<file path="src/rtl/fft_agu_pp.sv">
// fft_agu_pp: radix-2 DIT address generator for an in-place FFT with ping-pong banks.
// Issues one butterfly (a, b, twiddle) per non-stalled cycle and replays {a, b} as
// write addresses BFLY_LATENCY non-stalled cycles later.
// Optional macro FFT_AGU_BITREV_EN: stage-0 read addresses are bit-reversed so that
// naturally ordered input is reordered during the first pass.
module fft_agu_pp #(
    parameter int unsigned ADDR_WIDTH   = 5,
    parameter int unsigned BFLY_LATENCY = 3
) (
    input  logic                             clk,
    input  logic                             rst_n,
    input  logic                             start,
    input  logic                             stall,
    output logic [ADDR_WIDTH-1:0]            addr_a_rd,
    output logic [ADDR_WIDTH-1:0]            addr_b_rd,
    output logic [ADDR_WIDTH-2:0]            addr_twiddle,
    output logic                             rd_valid,
    output logic [ADDR_WIDTH-1:0]            addr_a_wr,
    output logic [ADDR_WIDTH-1:0]            addr_b_wr,
    output logic                             wr_en,
    output logic                             bank_sel,
    output logic [$clog2(ADDR_WIDTH+1)-1:0]  stage,
    output logic                             busy,
    output logic                             done
);

    localparam int unsigned SW = $clog2(ADDR_WIDTH + 1);
    localparam int unsigned DW = (BFLY_LATENCY > 1) ? $clog2(BFLY_LATENCY) : 1;
    localparam logic [ADDR_WIDTH-1:0] J_LAST = ADDR_WIDTH'((1 << (ADDR_WIDTH - 1)) - 1);
    localparam logic [DW-1:0]         D_LAST = DW'(BFLY_LATENCY - 1);
    localparam logic [SW-1:0]         S_LAST = SW'(ADDR_WIDTH - 1);

    typedef enum logic [1:0] {
        ST_IDLE,
        ST_READ,
        ST_DRAIN,
        ST_DONE
    } state_e;

    state_e                  state_q, state_d;
    logic [ADDR_WIDTH-1:0]   j_q, j_d;
    logic [DW-1:0]           d_q, d_d;
    logic [SW-1:0]           stage_q, stage_d;
    logic                    bank_q, bank_d;

    logic [BFLY_LATENCY-1:0]                 dl_v_q;
    logic [BFLY_LATENCY-1:0][ADDR_WIDTH-1:0] dl_a_q;
    logic [BFLY_LATENCY-1:0][ADDR_WIDTH-1:0] dl_b_q;

    logic [ADDR_WIDTH-1:0]   half, pos, a_nat, b_nat, a_rd, b_rd;
    logic [ADDR_WIDTH-2:0]   tw;
    logic                    issue;

    // Butterfly address arithmetic for the current (stage, j)
    always_comb begin
        half  = ADDR_WIDTH'(1) << stage_q;
        pos   = j_q & (half - ADDR_WIDTH'(1));
        a_nat = ((j_q >> stage_q) << (stage_q + SW'(1))) | pos;
        b_nat = a_nat | half;
        tw    = (ADDR_WIDTH-1)'(pos << (S_LAST - stage_q));
`ifdef FFT_AGU_BITREV_EN
        a_rd = a_nat;
        b_rd = b_nat;
        if (stage_q == '0) begin
            for (int unsigned i = 0; i < ADDR_WIDTH; i++) begin
                a_rd[i] = a_nat[ADDR_WIDTH-1-i];
                b_rd[i] = b_nat[ADDR_WIDTH-1-i];
            end
        end
`else
        a_rd = a_nat;
        b_rd = b_nat;
`endif
    end

    // FSM state and counter registers
    always_ff @(posedge clk or negedge rst_n) begin
        if (!rst_n) begin
            state_q <= ST_IDLE;
            j_q     <= '0;
            d_q     <= '0;
            stage_q <= '0;
            bank_q  <= 1'b0;
        end else begin
            state_q <= state_d;
            j_q     <= j_d;
            d_q     <= d_d;
            stage_q <= stage_d;
            bank_q  <= bank_d;
        end
    end

    // Next-state logic; j is held through DRAIN so read addresses stay stable
    always_comb begin
        state_d = state_q;
        j_d     = j_q;
        d_d     = d_q;
        stage_d = stage_q;
        bank_d  = bank_q;
        unique case (state_q)
            ST_IDLE: begin
                if (start) begin
                    state_d = ST_READ;
                    j_d     = '0;
                    d_d     = '0;
                    stage_d = '0;
                    bank_d  = 1'b0;
                end
            end
            ST_READ: begin
                if (!stall) begin
                    if (j_q == J_LAST) begin
                        state_d = ST_DRAIN;
                        d_d     = '0;
                    end else begin
                        j_d = j_q + ADDR_WIDTH'(1);
                    end
                end
            end
            ST_DRAIN: begin
                if (!stall) begin
                    if (d_q == D_LAST) begin
                        j_d    = '0;
                        d_d    = '0;
                        bank_d = ~bank_q;
                        if (stage_q == S_LAST) begin
                            state_d = ST_DONE;
                            stage_d = '0;
                        end else begin
                            state_d = ST_READ;
                            stage_d = stage_q + SW'(1);
                        end
                    end else begin
                        d_d = d_q + DW'(1);
                    end
                end
            end
            ST_DONE: begin
                state_d = ST_IDLE;
            end
            default: state_d = ST_IDLE;
        endcase
    end

    // Write-address delay line, frozen while stalled
    always_ff @(posedge clk or negedge rst_n) begin
        if (!rst_n) begin
            dl_v_q <= '0;
            dl_a_q <= '0;
            dl_b_q <= '0;
        end else if (!stall) begin
            dl_v_q[0] <= issue;
            dl_a_q[0] <= issue ? a_nat : '0;
            dl_b_q[0] <= issue ? b_nat : '0;
            for (int unsigned i = 1; i < BFLY_LATENCY; i++) begin
                dl_v_q[i] <= dl_v_q[i-1];
                dl_a_q[i] <= dl_a_q[i-1];
                dl_b_q[i] <= dl_b_q[i-1];
            end
        end
    end

    // Output decode; addresses are zero outside an active transform
    always_comb begin
        busy         = (state_q == ST_READ) || (state_q == ST_DRAIN);
        issue        = (state_q == ST_READ) && !stall;
        rd_valid     = issue;
        addr_a_rd    = busy ? a_rd : '0;
        addr_b_rd    = busy ? b_rd : '0;
        addr_twiddle = busy ? tw : '0;
        wr_en        = dl_v_q[BFLY_LATENCY-1] && !stall;
        addr_a_wr    = dl_a_q[BFLY_LATENCY-1];
        addr_b_wr    = dl_b_q[BFLY_LATENCY-1];
        bank_sel     = bank_q;
        stage        = stage_q;
        done         = (state_q == ST_DONE);
    end

endmodule
</file>
<file path="config.mk">
export PLATFORM = sky130hd
export DESIGN_NAME = fft_agu_pp
export DESIGN_NICKNAME = d
export VERILOG_FILES = /design/src/rtl/fft_agu_pp.sv
export SDC_FILE = /design/constraint.sdc
export NUM_CORES = 1
export LEC_CHECK = 0
export BUFFER_PORTS_ARGS = -buffer_cell sky130_fd_sc_hd__buf_2
export CAP_MARGIN = 30
export CORE_ASPECT_RATIO = 0.5
export CORE_MARGIN = 4
export CORE_UTILIZATION = 62
export DETAILED_ROUTE_END_ITERATION = 7
export PLACE_DENSITY = 0.85
export SYNTH_ARGS = -nofsm -noshare
export SYNTH_HDL_FRONTEND = slang
export SYNTH_SLANG_ARGS = --single-unit
</file>
<file path="constraint.sdc">
create_clock -name clk -period 6.95 [get_ports clk]
set_input_delay 1.39 -clock clk [delete_from_list [all_inputs] [get_ports clk]]
set_output_delay 1.39 -clock clk [all_outputs]
set_load 0.05 [all_outputs]
</file>
* Yosys cells after proc, flatten, opt, wreduce, memory -nomap -nowiden
Cells that the tools add are included.
** Operators by class
- Add/subtract/negate cells :: 5
- Multipliers :: 0
- Divide/modulo/power cells :: 0
- Order comparisons :: 0
- Equality and inequality tests :: 12
- Shift-type cells :: 4
- Muxes and demuxes :: 33
- Bitwise operators :: 4
- Reduce and logical (&&, ||, !) cells :: 11
** Operators by type and width (number)
- $mux W5 :: 9
- $mux W2 :: 11
- $pmux W5 S3 :: 1
- $mux W3 :: 4
- $ne A2 B2 Y1 const B :: 6
- $or A5 B5 Y5 :: 2
- $reduce_and A5 Y1 :: 2
- $pmux W2 S4 :: 1
- $eq A2 B2 Y1 const B :: 3
- $pmux W2 S3 :: 1
- $pmux W3 S2 :: 1
- $reduce_and A6 Y1 :: 1
- $add A5 B1 Y5 const B :: 1
- $and A5 B5 Y5 :: 1
- $eq A5 B4 Y1 const B :: 1
- $shl A1 B3 Y5 const A :: 1
- $shl A5 B3 Y4 :: 1
- $shl A5 B3 Y5 :: 1
- $shr A5 B3 Y5 :: 1
- $sub A5 B1 Y5 const B :: 1
- $mux W4 :: 1
- $reduce_and A4 Y1 :: 1
- $add A3 B1 Y3 const B :: 1
- $eq A3 B3 Y1 const B :: 1
- 12 further kinds :: 15
** Storage, ports and cells
- Flip-flop bits (word level) :: 46
- Latch bits :: 0
- Memory bits (writable) :: 0
- Memory bits (read-only) :: 0
- Input port bits :: 4
- Logic and storage cells :: 81
- Memories kept :: 0

* Depth between registers and ports, before layout
Gate-level depths: netlist of run 1.
- Depth after elaboration :: 6
- Gate-level depth with buffers :: 11
- Mapped depth without buffers :: 10

* Worst setup path after synthesis of run 1
Ideal clock, no wire load.
- Path kind :: flip-flop to output port
- Start point :: reg stage_q[0], in the netlist stage[0]
- End point :: out addr_twiddle[0]
- Arrival time :: 3147 ps
- Required time :: 5560 ps
- Setup slack :: 2413 ps
- Stages on the path, launching flop included :: 6
- Path buffers :: 2
- Path through :: dfrtp_1 buf_2 inv_1 ha_1 clkbuf_1 nor4_1
** On the way
- Cells in the longest elaborated chain, start to end :: 5
- Elaborated cells on any way between the ends :: 6
- Classes of those cells :: add/sub: 2; shift: 2; mux: 1; bitwise: 1
** RTL lines
- start, declared :: RTL line 43 : logic [SW-1:0] stage_q, stage_d;
- start signal, assigned :: RTL line 88 : stage_q <= stage_d;
- $shl A1 B3 Y5 :: RTL line 56 : half = ADDR_WIDTH'(1) << stage_q;
- $sub A5 B1 Y5 :: RTL line 57 : pos = j_q & (half - ADDR_WIDTH'(1));
- $and A5 B5 Y5 :: RTL line 57
- $shl A5 B3 Y4 (*) :: RTL line 60 : tw = (ADDR_WIDTH-1)'(pos << (S_LAST - stage_q));
- $mux W4 (*) :: RTL line 170 : addr_twiddle = busy ? tw : '0;
- end, declared :: RTL line 16 : output logic [ADDR_WIDTH-2:0] addr_twiddle,
Mark *: on every way between the ends. The rest lies on a longest branch, timed or not.

* Worst setup path after layout of run 1
- Start point :: reg stage_q[0], in the netlist stage[0]
- End point :: out addr_a_rd[4]
** On the way
- Cells in the longest elaborated chain, start to end :: 5
- Elaborated cells on any way between the ends :: 8
- Classes of those cells :: add/sub: 2; shift: 3; mux: 1; bitwise: 2
** RTL lines
- $shl A1 B3 Y5 :: RTL line 56
- $sub A5 B1 Y5 :: RTL line 57
- $and A5 B5 Y5 :: RTL line 57
- $or A5 B5 Y5 (*) :: RTL line 58 : a_nat = ((j_q >> stage_q) << (stage_q + SW'(1))) | pos;
- $mux W5 (*) :: RTL line 168 : addr_a_rd = busy ? a_rd : '0;
- end, declared :: RTL line 14 : output logic [ADDR_WIDTH-1:0] addr_a_rd,
Marks and branches as above.

==> impl_metrics.py, run 1 <==
metrics = {
    "synth": {
        "synth_async_sr_flop_share": 1.00,
        "synthDistinctLibCells": 45,
        "synth_top_area_share": 0.438,
        "ys_top_cells_by_area": "dfrtp_1 (44%), mux2_2 (11%), ha_1 (6.7%)",
        "synth_top_area_cell": "dfrtp_1",
        "synth_edf_count": 0,
        "synth_most_common_cell": "dfrtp_1",
        "syn_inst": 261,
        "synth_common_cells": "dfrtp_1 (46), nand2_1 (27), mux2_2 (25)",
        "synth_area_per_cell_um2": 10.1,
        "synth_seq_cells": 46,
        "syn_area_um2": 2630,
        "syn_nets": 279,
        "seq_area_frac_synth": 0.438,
        "synth-main-ff-cell": "dfrtp_1",
        "ys_warn_count": 0,
    },
    "routing": {
        "drt_first_pass_iters": 4,
        "final_antenna_net_count": 0,
        "detail_route.wl_per_cell_um": 14.9,
        "wl_met3_um": 289,
        "drtIter0Drc": 150,
        "drt-total-wl_um": 5020,
        "routed-via-count": 1971,
        "drcViolationCount": 0,
        "wl_met2_um": 2300,
        "met1_length_um": 2310,
        "top_layer_used": "met4",
        "vias_per_cell": 5.85,
    },
    "worst_setup_path": {
        "arrival_ns": 3.14,
        "cp-startpoint": "stage[0]",
        "crit_fanout": 23,
        "end_kind": "primary output",
        "worst-setup-path-type": "register to primary output",
        "start_kind": "register",
        "r2r_start": "stage[0]",
        "critical_path_required_ns": 5.56,
    },
    "run": {
        "cap_violations": 0,
    },
    "outcome": {
        "status": "finished, final reports clean",
    },
    "placement": {
        "placedCellCount": 328,
        "dp_hpwl_um": 3640,
        "finalWeightedCongestion": 0.868,
        "io_buffers": 35,
    },
    "timing": {
        "max_slew_margin": 0.492,
        "rsz0062_at_grt": "false",
        "max_freq_ghz": 0.221,
        "finalHoldViolations": 0,
        "slew_violations": 0,
        "tightest_slew_ns": 0.763,
        "fin_worst_skew_ns": 0.0158,
        "post-route-period-util": 0.652,
        "fin_crit_ns": 4.53,
        "final-setup-viol-count": 0,
        "fin_setup_tns_ns": 0,
    },
    "cts": {
        "clkTransAtPathRegs_ns": 0.07,
        "root_buffer": "clkbuf_8",
        "worstSkewPairLatency_ns": 0.30,
        "cts_made_buffers": 5,
        "cts_tree": "done",
        "cts_buffer_depth": 2,
        "htreeDepth": 2,
        "postCtsSetupBuffers": 0,
        "cts.sinks": 46,
        "cts_resized": 0,
        "cts_hold_buf": 0,
    },
    "worst_hold_path": {
        "hold_path.class": "register to register",
        "min_from": "bank_sel",
    },
    "power_and_ir_drop": {
        "vdd_ir_drop_max_mv": 0.367,
        "p_leak_nw": 1.46,
        "power_density_nw_per_um2": 439,
    },
    "floorplan": {
        "start_util": 0.660,
        "dieHeight_um": 54.0,
        "dieArea_um2": 5410,
        "io_pins": 36,
        "die_w_um": 100,
        "rows": 16,
        "design.core.area_um2": 3980,
    },
    "global_route": {
        "grt_overflow": 0,
        "grt_pass1_vias": 1816,
        "grt_start_max_net_pins": 47,
        "antenna_found_initial": 0,
        "track_usage": 0.208,
        "grt_pass1_wl_um": 8560,
    },
    "layout": {
        "final_cells": 337,
        "areaGrowthSynthToFinish_pct": 8.62,
        "final_nets": 300,
        "n_fill_cell": 289,
        "drive_gt1_frac": 0.261,
        "antenna_cells": 0,
    },
}
logic make-up (layout without fill, tap and decap cells):
kind of cell,after synthesis,after routing,share of synthesized area
simple gates,80,80,0.166
compound gates,56,56,0.137
flops,46,46,0.438
buf+inv,34,56,0.0643
mux,28,28,0.119
fa+ha+maj,14,14,0.0666
xor+xnor,3,3,0.0100
final timing paths:
check                               end  slack (ns)  depth (start not counted)
max in group asynchronous      bank_sel        5.63                          2
max reg2reg                   dl_a_q[4]        4.15                          9
max                        addr_a_rd[4]        2.42                         10
min reg2reg                    bank_sel        0.50                          1
min                            bank_sel        0.50                          1
min in group asynchronous        d_q[0]        0.88                          1
worst max-delay path, cell delays in order, from the launching register on:
cell	delay, ns
dfrtp_1	0.78
inv_1	0.22
ha_1	0.29
ha_1	0.22
inv_1	0.12
ha_1	0.19
nor3b_1	0.29
xor2_1	0.12
a221oi_1	0.32
nor2b_1	0.08
buf_2	0.22
stage by stage:
step                utilization  hold slack, ns  total power [mW]  setup WS (ns)  cell area, um2
floorplan                     -           0.445             0.957           2.41            2630
global placement          0.690           0.466              1.06           2.82            2750
detailed placement        0.690           0.473              1.09           2.74            2750
CTS                       0.712           0.506              1.25           2.41            2840
global route              0.717           0.524              1.35           2.12            2860
finish                    0.717           0.500              1.25           2.42            2860
placed cells by master (no fill, tap or decap), types with 2 or more instances in the layout:
| cell | instances |
|---|---|
| dfrtp_1 | 46 |
| buf_2 | 35 |
| nand2_1 | 27 |
| mux2_2 | 25 |
| o21ai_0 | 20 |
| ha_1 | 14 |
| inv_1 | 11 |
| a21oi_1 | 11 |
| nor2_1 | 10 |
| nor2b_1 | 9 |
| nand3_1 | 5 |
| a22o_1 | 5 |
| clkbuf_8 | 5 |
| nand2b_1 | 4 |
| nor3_1 | 4 |
| a31oi_1 | 4 |
| and2_1 | 4 |
| xor2_1 | 3 |
| mux2i_1 | 3 |
| o21a_1 | 3 |
| nand3b_1 | 2 |
| or4bb_1 | 2 |
| or4_1 | 2 |
| or2_2 | 2 |
| nor3b_1 | 2 |
| a21o_1 | 2 |
| o31ai_1 | 2 |
| clkinv_2 | 2 |
state kept, by name (all words and copies together) (netlist names), 2 cells and up:
signal     cells
d_q            2
stage          3
state_q        2
dl_a_q        10
addr_b_wr      5
j_q            5
addr_a_wr      5
dl_v_q         3
dl_b_q        10
per-layer routing:
layer | vias up | global-route usage
li1 | 953 | -
met1 | 945 | 0.266
met2 | 56 | 0.339
met3 | 17 | 0.0543
met4 | 0 | 0.0940
met5 | - | 0
power breakdown:
part / internal (mW) / total (mW) / leakage, nW / switching [mW]
registers: 0.327 / 0.397 / 0.627 / 0.0693
clock network: 0.0708 / 0.163 / 0.0483 / 0.0918
logic: 0.217 / 0.696 / 0.783 / 0.479
cell type report:
class	instances	area [um2]	area share
clock buffers	5	68.8	0.0241
flip-flops and latches	46	1150	0.403
well taps	54	67.6	0.0237
repair buffers	36	195	0.0684
clock inverters	3	18.8	0.00657
multi-input cells	181	1310	0.458
inverters	12	45.0	0.0158
(Power assumes the default switching activity.)
==> run 2, diff against run 1 <==
--- a/config.mk
+++ b/config.mk
@@ -9,9 +9,9 @@
 export CAP_MARGIN = 30
 export CORE_ASPECT_RATIO = 0.5
 export CORE_MARGIN = 4
-export CORE_UTILIZATION = 62
+export CORE_UTILIZATION = 52
 export DETAILED_ROUTE_END_ITERATION = 7
-export PLACE_DENSITY = 0.85
+export PLACE_DENSITY = 0.76
 export SYNTH_ARGS = -nofsm -noshare
 export SYNTH_HDL_FRONTEND = slang
 export SYNTH_SLANG_ARGS = --single-unit
==> constraint.sdc (replaced) <==
create_clock -name clk -period 3.73 [get_ports clk]
set_input_delay 0.746 -clock clk [delete_from_list [all_inputs] [get_ports clk]]
set_output_delay 0.746 -clock clk [all_outputs]
set_load 0.05 [all_outputs]
==> impl_metrics.py, run 2 (synthesis results as in run 1) <==
metrics = {
    "cts": {
        "cts_buffer_depth": 2,
        "cts_hold_buf": 0,
        "cts_tree": "done",
        "cts.sinks": 46,
        "htreeDepth": 2,
        "postCtsSetupBuffers": 0,
        "cts_resized": 0,
        "clkTransAtPathRegs_ns": 0.09,
        "root_buffer": "clkbuf_8",
        "cts_made_buffers": 5,
        "worstSkewPairLatency_ns": 0.30,
    },
    "layout": {
        "final_nets": 303,
        "reg.largest.list": "dl_a_q (10), dl_b_q (10)",
        "antenna_cells": 0,
        "drive_gt1_frac": 0.276,
        "mostFrequentLayoutCell": "dfrtp_1",
        "areaGrowthSynthToFinish_pct": 11.4,
        "mostFrequentLayoutCells": "dfrtp_1 (46), buf_2 (35), nand2_1 (27), mux2_2 (25), o21ai_0 (20)",
    },
    "outcome": {
        "status": "finished, final reports clean",
    },
    "worst_setup_path": {
        "arrival_ns": 2.72,
        "rrSetupSlack_ns": 1.35,
        "r2r_cells": 8,
        "worst-path-buf-inv": 3,
        "r2r_start": "stage[2]",
        "cp-startpoint": "stage[2]",
        "critical_path_required_ns": 2.98,
        "path_depth": 9,
        "cp-endpoint": "addr_a_rd[4]",
        "crit_fanout": 13,
        "crit_path_cell_trace": "inv_1, ha_1, inv_1, ha_1, nor3b_1, xor2_1, a221oi_1, nor2b_1, buf_2",
        "end_kind": "primary output",
        "start_kind": "register",
        "rr_endpoint": "dl_a_q[4]",
        "critPathMaxStageDelay_ns": 0.59,
        "worst-setup-path-type": "register to primary output",
        "critPathTopFamily": "flip-flops",
        "slowest_stage": "dfrtp_1",
    },
    "floorplan": {
        "dieArea_um2": 6330,
        "die_w_um": 109,
        "io_pins": 36,
        "start_util": 0.567,
        "design.core.area_um2": 4640,
        "rows": 17,
        "dieHeight_um": 58.3,
    },
    "run": {
        "cap_violations": 0,
    },
    "timing": {
        "fin_crit_ns": 3.46,
        "post-route-period-util": 0.929,
        "max_slew_margin": 0.658,
        "max_freq_ghz": 0.289,
        "finalHoldViolations": 0,
        "rsz0062_at_grt": "false",
        "tightest_slew_ns": 0.507,
        "fin_setup_tns_ns": 0,
        "fin_worst_skew_ns": 0.00360,
        "final-setup-viol-count": 0,
        "slew_violations": 0,
        "worst_slack_ns": 0.265,
    },
    "global_route": {
        "track_usage": 0.183,
        "grt_overflow": 0,
        "antenna_found_initial": 0,
        "grt_pass1_vias": 1921,
        "grt_pass1_wl_um": 9070,
        "grt_start_max_net_pins": 40,
    },
    "power_and_ir_drop": {
        "finalPower_mw": 2.43,
        "power_density_nw_per_um2": 831,
        "p_leak_nw": 1.49,
        "vdd_ir_drop_max_mv": 0.504,
    },
    "routing": {
        "vias_per_cell": 5.54,
        "drt_first_pass_iters": 4,
        "drtIter0Drc": 113,
        "drt-total-wl_um": 5260,
        "final_antenna_net_count": 0,
        "detail_route.wl_per_cell_um": 15.0,
        "routed-via-count": 1950,
        "drcViolationCount": 0,
    },
    "placement": {
        "pre_cts_slack_ns": 0.640,
        "dp_hpwl_um": 3930,
        "finalWeightedCongestion": 0.864,
        "io_buffers": 35,
    },
    "worst_hold_path": {
        "hold_path.class": "primary input to async pin",
    },
}
-- run 2: worst min-delay path by stage --
stage | start | endpoint | slack, ns | cells past startpoint
after floorplan | rst_n | addr_a_wr[0] | 0.45 | 0
after global placement | dl_v_q[0] | dl_v_q[0] | 0.46 | 2
after detailed placement | dl_v_q[0] | dl_v_q[0] | 0.46 | 2
after CTS | rst_n | state_q[1] | 0.29 | 1
after global routing | rst_n | state_q[1] | 0.29 | 1
final | rst_n | state_q[1] | 0.29 | 1
-- run 2: final cells by class --
type,count,area (um2)
clock buffers,5,68.8
clock inverters,3,43.8
fillers,380,1710
inverters,12,45.0
multi-input cells,181,1320
flip-flops and latches,46,1150
well taps,66,82.6
repair buffers,39,218
-- run 2: power by group --
part / leakage, nW / switching (mW) / internal [mW]
registers: 0.627 / 0.0935 / 0.610
logic: 0.799 / 0.940 / 0.416
clock network: 0.0585 / 0.174 / 0.201
total: 1.49 / 1.21 / 1.23
-- run 2: per-stage QoR --
step | instance area, um2 | hold slack [ns] | cells | utilization
after CTS | 2930 | 0.288 | 352 | 0.632
after detailed placement | 2820 | 0.463 | 344 | 0.607
after global routing | 2930 | 0.285 | 352 | 0.632
final | 2930 | 0.287 | 352 | 0.632
after floorplan | 2640 | 0.445 | 261 | -
after global placement | 2800 | 0.463 | 343 | 0.603
-- run 2: worst register-to-register path, delay by kind of cell (launching register included) --
kind,cells,cell delay [ns]
fa+ha+maj,2,0.47
xor+xnor,1,0.12
flops,1,0.59
buf+inv,2,0.31
compound gates,2,0.48
simple gates,1,0.29
-- run 2: routing by layer --
metal / track usage / wire, um / share of wire
met5: 0 / 0 / 0
met4: 0.0594 / 55 / 0.010
met3: 0.0456 / 290 / 0.055
met2: 0.309 / 2500 / 0.48
met1: 0.234 / 2410 / 0.46
==> run 3, diff against run 2 <==
--- a/config.mk
+++ b/config.mk
@@ -7,11 +7,13 @@
 export LEC_CHECK = 0
 export BUFFER_PORTS_ARGS = -buffer_cell sky130_fd_sc_hd__buf_2
 export CAP_MARGIN = 30
+export CELL_PAD_IN_SITES_DETAIL_PLACEMENT = 1
+export CELL_PAD_IN_SITES_GLOBAL_PLACEMENT = 1
 export CORE_ASPECT_RATIO = 0.5
 export CORE_MARGIN = 4
-export CORE_UTILIZATION = 52
+export CORE_UTILIZATION = 40
 export DETAILED_ROUTE_END_ITERATION = 7
-export PLACE_DENSITY = 0.76
+export PLACE_DENSITY_LB_ADDON = 0.1
 export SYNTH_ARGS = -nofsm -noshare
 export SYNTH_HDL_FRONTEND = slang
 export SYNTH_SLANG_ARGS = --single-unit
==> impl_metrics.py, run 3 (synthesis results as in run 1) <==
metrics = {
    "cts": {
        "cts_hold_buf": 0,
        "htreeDepth": 2,
        "postCtsSetupBuffers": 0,
        "cts_tree": "done",
        "cts_buffer_depth": 2,
        "cts_resized": 0,
        "worstSkewPairLatency_ns": 0.29,
        "cts_made_buffers": 5,
        "root_buffer": "clkbuf_16",
        "clkTransAtPathRegs_ns": 0.06,
        "cts.sinks": 46,
    },
    "timing": {
        "post-route-period-util": 0.934,
        "finalHoldViolations": 0,
        "tightest_slew_ns": 0.710,
        "final-setup-viol-count": 0,
        "slew_violations": 0,
        "fin_crit_ns": 3.48,
        "rsz0062_at_grt": "false",
        "max_freq_ghz": 0.287,
        "worst_slack_ns": 0.247,
        "fin_setup_tns_ns": 0,
        "max_slew_margin": 0.526,
        "fin_worst_skew_ns": 0.00308,
    },
    "floorplan": {
        "start_util": 0.424,
        "design.core.area_um2": 6210,
        "die_w_um": 123,
        "dieHeight_um": 65.3,
        "dieArea_um2": 8010,
        "rows": 20,
        "io_pins": 36,
    },
    "worst_setup_path": {
        "critical_path_required_ns": 2.98,
        "start_kind": "register",
        "rr_endpoint": "dl_b_q[1]",
        "worst-setup-path-type": "register to primary output",
        "r2r_start": "stage[0]",
        "crit_fanout": 11,
        "arrival_ns": 2.74,
        "r2r_cells": 10,
        "rrSetupSlack_ns": 1.34,
        "end_kind": "primary output",
    },
    "routing": {
        "final_antenna_net_count": 0,
        "vias_per_cell": 5.23,
        "drcViolationCount": 0,
        "routed-via-count": 1961,
        "detail_route.wl_per_cell_um": 15.8,
        "drt-total-wl_um": 5930,
        "drtIter0Drc": 133,
        "drt_first_pass_iters": 4,
    },
    "layout": {
        "n_fill_cell": 718,
        "antenna_cells": 0,
        "areaGrowthSynthToFinish_pct": 14.6,
        "finish.utilization": 0.485,
        "final_nets": 304,
        "mostFrequentLayoutCells": "dfrtp_1 (45), buf_2 (35), nand2_1 (27), mux2_2 (25), o21ai_0 (20)",
        "final-seq-area_um2": 1150,
        "mostFrequentLayoutCell": "dfrtp_1",
        "final_cells": 375,
        "reg.largest.list": "dl_a_q (10), dl_b_q (10)",
        "drive_gt1_frac": 0.282,
        "multi_input_area_um2": 1330,
    },
    "placement": {
        "placedCellCount": 367,
        "pre_cts_slack_ns": 0.372,
        "io_buffers": 35,
        "dp_hpwl_um": 4510,
        "finalWeightedCongestion": 0.849,
    },
    "worst_hold_path": {
        "min_from": "dl_v_q[0]",
        "hold_path.class": "register to register",
        "hold_path_end": "dl_v_q[0]",
        "hold_depth": 2,
    },
    "power_and_ir_drop": {
        "vdd_ir_drop_max_mv": 0.342,
        "power_density_nw_per_um2": 862,
        "p_leak_nw": 1.51,
    },
    "global_route": {
        "antenna_found_initial": 0,
        "grt_overflow": 0,
        "grt_pass1_wl_um": 10300,
        "grt_start_max_net_pins": 36,
        "grt_pass1_vias": 2034,
        "track_usage": 0.163,
    },
    "outcome": {
        "status": "finished, final reports clean",
    },
    "run": {
        "cap_violations": 0,
    },
}
-- run 3: critical path: stages, from the launching register on --
cell	delay, ns
dfrtp_2	0.49
inv_1	0.18
ha_1	0.20
ha_1	0.21
inv_1	0.11
ha_1	0.29
nand2b_1	0.14
o41ai_1	0.10
or2_2	0.33
o21a_1	0.20
buf_2	0.21
-- run 3: per-layer routing --
metal  vias up  global-route usage  part of all wire
met5         -                   0                 0
met4         0              0.0474             0.016
met3        11              0.0413             0.038
met2        33               0.261              0.46
met1       968               0.220              0.49
li1        949                   -                 -
-- run 3: how the worst max path moves through the flow --
stage / startpoint / to / slack [ns] / cells after the start
2_1_floorplan: stage[0] / addr_a_rd[4] / 0.01 / 10
5_1_grt: stage[0] / addr_a_rd[3] / 0.09 / 7
3_3_place_gp: stage[0] / addr_a_rd[3] / 0.56 / 7
3_5_place_dp: stage[0] / addr_a_rd[4] / 0.37 / 10
4_1_cts: stage[0] / addr_a_rd[4] / 0.05 / 10
6_report: stage[0] / addr_b_rd[1] / 0.25 / 10
-- run 3: report_power, final --
group	leakage (nW)	internal, mW	switching, mW	total [mW]
clock	0.0771	0.316	0.182	0.499
combinational	0.803	0.426	0.952	1.38
sequential	0.626	0.612	0.108	0.720
total	1.51	1.35	1.24	2.60
-- run 3: final cells by class --
cell class	count	share of cell area
Multi-Input combinational cell	181	0.440
Sequential cell	46	0.383
Timing Repair Buffer	40	0.0706
Clock buffer	6	0.0428
Tap cell	88	0.0366
Inverter	12	0.0150
Clock inverter	2	0.0125
-- run 3: through the flow --
step           hold slack, ns  power, mW  instance area, um2
6_report                0.484       2.60                3010
5_1_grt                 0.522       2.78                3010
4_1_cts                 0.492       2.62                3010
3_5_place_dp            0.475       2.11                2840
3_3_place_gp            0.469       2.07                2840
2_1_floorplan           0.445       1.79                2640
